File: src/rtl/frame_seq_pkg.sv
// Shared definitions for the frame bit sequencer and the UART wrappers around it.
package frame_seq_pkg;

  typedef enum logic {
    IDLE = 1'b0,
    RUN  = 1'b1
  } seq_state_e;

  localparam int FRAME_CNT_W   = 4;
  localparam int FRAME_MAX_LEN = 11;
  localparam int FRAME_MIN_LEN = 2;

  // Legal-length rule shared by every user of the sequencer
  function automatic logic len_ok(input int unsigned len,
                                  input int unsigned min_len,
                                  input int unsigned max_len);
    return (len >= min_len) && (len <= max_len);
  endfunction

endpackage

File: src/rtl/frame_bit_sequencer.sv
// Serial frame bit-position sequencer: steps out through 0..len_r-1, one
// position per en tick, with abort, length error and back-to-back frames.
module frame_bit_sequencer
  import frame_seq_pkg::*;
#(
  parameter int CNT_W   = FRAME_CNT_W,
  parameter int MAX_LEN = FRAME_MAX_LEN,
  parameter int MIN_LEN = FRAME_MIN_LEN
) (
  input  logic             clk,
  input  logic             rst,
  input  logic             en,
  input  logic             start,
  input  logic             abort,
  input  logic             cont,
  input  logic [CNT_W-1:0] frame_len,
  output logic [CNT_W-1:0] out,
  output logic             busy,
  output logic             last,
  output logic             done,
  output logic             err
);

  // Parameter sanity: the index must be able to represent every position
  if (2**CNT_W < MAX_LEN) begin : g_bad_cnt_w
    $error("frame_bit_sequencer: 2**CNT_W (%0d) < MAX_LEN (%0d)", 2**CNT_W, MAX_LEN);
  end
  if (MIN_LEN < 2 || MIN_LEN > MAX_LEN) begin : g_bad_min_len
    $error("frame_bit_sequencer: MIN_LEN (%0d) must be in 2..MAX_LEN", MIN_LEN);
  end

  seq_state_e       state, state_nxt;
  logic [CNT_W-1:0] len_r;
  logic [CNT_W-1:0] term_pos;
  logic             term;
  logic             len_legal;

  assign term_pos  = len_r - CNT_W'(1);
  assign term      = (out == term_pos);
  assign len_legal = len_ok(32'(frame_len), MIN_LEN, MAX_LEN);

  // State register
  always_ff @(posedge clk) begin
    if (rst) state <= IDLE;
    else     state <= state_nxt;
  end

  // Next-state: abort overrides ticks; en gates every other transition
  always_comb begin
    state_nxt = state;
    if (abort) begin
      state_nxt = IDLE;
    end else if (en) begin
      case (state)
        IDLE:    if (start && len_legal) state_nxt = RUN;
        RUN:     if (term && !cont)      state_nxt = IDLE;
        default: state_nxt = IDLE;
      endcase
    end
  end

  // Status outputs derived from state and position
  always_comb begin
    busy = (state == RUN);
    last = (state == RUN) && term;
  end

  // Position counter, latched length and one-cycle status pulses
  always_ff @(posedge clk) begin
    if (rst) begin
      out   <= '0;
      len_r <= CNT_W'(MAX_LEN);
      done  <= 1'b0;
      err   <= 1'b0;
    end else begin
      done <= 1'b0;
      err  <= 1'b0;
      if (abort) begin
        out <= '0;
      end else if (en) begin
        case (state)
          IDLE: begin
            if (start) begin
              if (len_legal) begin
                len_r <= frame_len;
                out   <= CNT_W'(1);
              end else begin
                err <= 1'b1;
              end
            end
          end
          RUN: begin
            if (term) begin
              done <= 1'b1;
              // Continuous mode re-enters position 1 with the same length
              out  <= cont ? CNT_W'(1) : '0;
            end else begin
              out <= out + CNT_W'(1);
            end
          end
          default: out <= '0;
        endcase
      end
    end
  end

endmodule

File: config.mk
export PLATFORM = sky130hd
export DESIGN_NAME = frame_bit_sequencer
export DESIGN_NICKNAME = d
export VERILOG_FILES = /design/src/rtl/frame_seq_pkg.sv /design/src/rtl/frame_bit_sequencer.sv
export SDC_FILE = /design/constraint.sdc
export NUM_CORES = 1
export LEC_CHECK = 0
export CORE_UTILIZATION = 45
export DETAILED_ROUTE_END_ITERATION = 10
export PLACE_DENSITY = 0.85
export SLEW_MARGIN = 10
export SYNTH_ARGS = -nofsm -noshare
export SYNTH_HDL_FRONTEND = slang
export SYNTH_SLANG_ARGS = --single-unit
File: constraint.sdc
create_clock -name clk -period 2.1 [get_ports clk]
set_input_delay 0.42 -clock clk [delete_from_list [all_inputs] [get_ports clk]]
set_output_delay 0.42 -clock clk [all_outputs]
set_load 0.005 [all_outputs]
# Yosys cells after proc, flatten, opt, wreduce, memory -nomap -nowiden
# Index checks and enable logic that the tools add are counted.
# totals
elab_cells	36
input_bits	10
reg_bits	11
# op_classes
reduce_logical	10
n_eq_ne	3
order_cmp	2
n_mux	10
n_bitwise	4
addsub	2
# op_table
cell	count
4-bit 2-to-1 mux	3
4-bit one-hot mux with 2 select lines	1
1-bit 2-to-1 mux	5
5-bit AND reduction	1
5-bit OR reduction	1
4-bit by 1-bit adder with 4-bit output (second input constant)	1
4-bit equality test	1
4-bit by 2-bit >= comparator with 1-bit output (second input constant)	1
4-bit <= comparator (second input constant)	1
1-bit logical AND	4
2-bit != test (second input constant)	2
1-bit NOT	4
4-bit OR reduction	1
4-bit by 1-bit subtractor with 4-bit output (second input constant)	1
3-bit AND reduction	1
1-bit one-hot mux with 2 select lines	1
2-bit OR reduction	1
1-bit zero test	1

# Depth between registers and ports, before layout
# logic_depth
word_depth	5
ltp_mapped	6
mapped_depth_nobuf	6

# Worst setup path after synthesis
# Ideal clock, no wire load.
# synth_timing
path_type	reg2reg
start	register len_r[0]
end	register out[0]
t_arrival_ns	1.508
setup_ns	0.088
period_less_slack_ns	1.596
slack_ns	0.504
path_stages_with_launch	7
path_cell_list	dfxtp_1 inv_1 ha_1 xor2_1 nand3_2 o32a_1 a311oi_2
# synth_between
elab_chain_cells	4
# synth_rtl
element	line_no	text
start: declaration	frame_bit_sequencer.sv:33	logic [CNT_W-1:0] len_r;
start signal: assignment	frame_bit_sequencer.sv:72	len_r <= CNT_W'(MAX_LEN);
start signal: assignment	frame_bit_sequencer.sv:85	len_r <= frame_len;
4-bit by 1-bit subtractor with 4-bit output	frame_bit_sequencer.sv:38	assign term_pos = len_r - CNT_W'(1);
4-bit equality test	frame_bit_sequencer.sv:39	assign term = (out == term_pos);
4-bit 2-to-1 mux	frame_bit_sequencer.sv:93	if (term) begin
4-bit one-hot mux with 2 select lines	frame_bit_sequencer.sv:81	case (state)
end signal: assignment	frame_bit_sequencer.sv:96	out <= cont ? CNT_W'(1) : '0;
end signal: assignment	frame_bit_sequencer.sv:98	out <= out + CNT_W'(1);
end: declaration	frame_bit_sequencer.sv:17	output logic [CNT_W-1:0] out,
# Every way passes these cells.
# A chain may end at the register's enable or synchronous reset.

# Worst setup path after layout
# layout_timing
start	register len_r[1]
end	output port last
# layout_between
elab_chain_cells	3
# layout_rtl
element	line_no	text
4-bit by 1-bit subtractor with 4-bit output	frame_bit_sequencer.sv:38	
4-bit equality test	frame_bit_sequencer.sv:39	
1-bit logical AND	frame_bit_sequencer.sv:65	last = (state == RUN) && term;
end: declaration	frame_bit_sequencer.sv:19	output logic last,
# Every way passes these cells.

==> results by group <==
Logic synthesis
  – Largest cells by area after synthesis: dfxtp_1, xnor2_2, inv_1
  – Post-synth EDFFs: 0
  – Syn avg cell area: 9.05 um2
  – Synth cell types: 35
  – Synth area leader: dfxtp_1
  – Predominant post-synthesis flop cell: dfxtp_1
  – Register bit total from synthesis: 11
  – Synthesized instance count: 73
  – Sequential share of the synthesized area: 33.3%
  – Syn_nets: 85
  – Yosys top cell area share: 33.3%
  – Ys Warns: 0
  – Post-Syn Area: 661 um2
  – Asr flop ratio synth: 0%

Global routing
  – Most Crowded Layer GR: met2
  – Total gr overflow: 0
  – M3 GR Usage: 8.33%
  – Largest net degree at the start of global routing: 10
  – Vias in the first global route: 524
  – Initial antenna violation count: 0
  – Total Routing Usage GR: 21.5%
  – First-pass GRT wire length: 2200 um
  – Grt met1 use: 25.8%
  – Met2 Track Usage GR: 33.5%

Timing
  – Final period util: 90.0%
  – Final hold vios: 0
  – Fin crit period: 1.89 ns
  – Fin Clk Skew: 0.00130 ns
  – Worst-Margin Slew: 0.395 ns
  – RSZ-0062 raised after global routing: no
  – Final setup violation count: 0
  – Max_slew headroom: 73.3%
  – Slew Limit Fails: 0
  – Setup TNS: 0 ns
  – Fmax: 529 MHz

Worst setup path
  – Worst setup endpoint: last
  – Reg2reg path depth: 7
  – Endpoint class of the critical path: primary output
  – Startpoint types: flop
  – Setup CP Type: flop to primary output
  – Crit path max fanout: 2
  – FF-to-FF setup slack: 0.36 ns
  – CP Data Required Time: 1.68 ns
  – Worst Setup SP: len_r[1]
  – Reg-to-Reg End: out[0]
  – Critical R2R Launch: len_r[1]
  – Worst Path Arrival: 1.47 ns

Clock network
  – Clock-pin slew on the worst setup and hold paths: 0.07 ns
  – Total CTS buffers: 3
  – H-tree depth: 1
  – Maximum root-to-sink buffer count: 2
  – CTS tree: built
  – Post-CTS Setup Inserts: 0
  – Root Buffer: clkbuf_4
  – Worst-Skew Late Latency: 0.27 ns
  – TritonCTS Sinks: 11

Routing
  – DRT Pass-1 Iters: 4
  – Vias/cell: 5.54
  – Drt drc: 0
  – DRT iter0 DRCs: 22
  – Drt total wl: 1410 um
  – WL/cell: 12.3 um
  – Routed Antenna Nets: 0
  – Via count: 632

Finish
  – Share of layout cells above drive strength 1: 19.2%
  – Layout area overhead: 38.8%
  – Layout Nets: 112
  – # diodes: 0

Place
  – GP Congestion: 0.834
  – PortBufs: 17
  – Post-DP HPWL: 1100 um

Min path
  – Hold Path Origin: len_r[2]
  – Hold Path Class: flop to flop

Floorplan
  – Die Footprint: 0.00163 mm2
  – Num rows: 13
  – Starting Density: 49.5%
  – # IOs: 18
  – Die Span Y: 40.3 um
  – Core area: 0.00133 mm2
  – Die Wd: 40.3 um

Power
  – Peak supply drop: 350 uV
  – Total power: 442 uW
  – Lkg Pwr: 0.370 nW
  – Pwr dens: 482 mW/mm2

Run status
  – Status: finished clean

Job
  – Max cap viols: 0
logic make-up after synthesis:
kind of cell             Yosys count  share of synthesized area (%)
multiplexers                       1                           1.70
AO/OA/AOI/OAI                     14                           16.7
buffers and inverters              9                           5.11
flip-flops                        11                           33.3
AND/OR/NAND/NOR                   31                           28.4
adder cells (fa/ha/maj)            2                           3.79
XOR/XNOR                           5                           11.0
metrics by stage:
step	hold WS [ns]	worst slack, ns	cell area (um2)	util [%]	instances
6_report	0.511	0.210	917	68.8	114
5_1_grt	0.546	0.111	917	68.8	114
4_1_cts	0.516	0.0520	916	68.7	114
3_5_place_dp	0.504	0.00592	891	66.8	110
3_3_place_gp	0.494	0.0667	891	66.8	110
2_1_floorplan	0.477	0.504	661	-	73
cell usage in the layout (no fill, tap or decap), types with 2 or more instances in the layout:
cell type and n:
a211o_1 2, a21oi_1 3, buf_4 6, clkbuf_4 3
clkdlybuf4s50_1 16, dfxtp_1 11, ha_1 2, inv_1 8
nand2_1 4, nand2b_1 2, nand3_1 5, nand3b_1 2
nor2_1 3, nor3_1 3, nor3_2 2, o211ai_1 2
xnor2_2 2, xor2_1 2
worst min path at each step:
stage	endpoint	depth (start not counted)
2_1_floorplan	len_r[2]	2
4_1_cts	len_r[2]	2
3_3_place_gp	len_r[3]	2
5_1_grt	len_r[3]	2
6_report	len_r[2]	2
3_5_place_dp	len_r[2]	2
worst max-delay path, cell delays in order, from the launching register on:
cell and delay [ns]:
dfxtp_1 0.34, inv_1 0.05, ha_1 0.28, xor2_1 0.18
nand3_2 0.11, nor3_2 0.11, clkbuf_2 0.13
cell usage after synthesis (all sizes together) (2+ instances only):
cell type,number
a211o,2
a21oi,3
dfxtp,11
ha,2
inv,8
nand2,4
nand2b,2
nand3,6
nand3b,2
nor2,3
nor3,5
o211ai,2
o21ai,2
or2,2
or3,2
xnor2,2
xor2,2
flip-flops by register name, indices dropped and copies added, names as in the netlist:
register	cells
err	1
busy	1
done	1
len_r	4
out	4
what timing repair did:
action,in CTS,in global routing
hold buffers,0,0
endpoints found under the hold margin,0,0
setup endpoints to repair,1,1
gates resized for setup,1,3
cloned,0,0
per-layer routing:
| metal | share of wire (%) | vias up |
|---|---|---|
| li1 | - | 316 |
| met1 | 45 | 295 |
| met2 | 48 | 17 |
| met3 | 4.7 | 4 |
| met4 | 1.9 | 0 |
| met5 | 0 | - |
layout make-up:
class	instances	area, um2
multi-input combinational	53	412
fill	112	417
inverter	8	30.0
timing repair buffer	23	210
clock buffer	4	26.3
sequential	11	220
tap	15	18.8
power breakdown:
| part | switching [mW] | total (mW) | internal [mW] | leakage, nW |
|---|---|---|---|---|
| clock network | 0.0735 | 0.147 | 0.0738 | 0.0150 |
| registers | 0.00403 | 0.217 | 0.213 | 0.0892 |
| logic | 0.0347 | 0.0775 | 0.0428 | 0.266 |
Note: power is estimated with default switching activity, not from simulation.
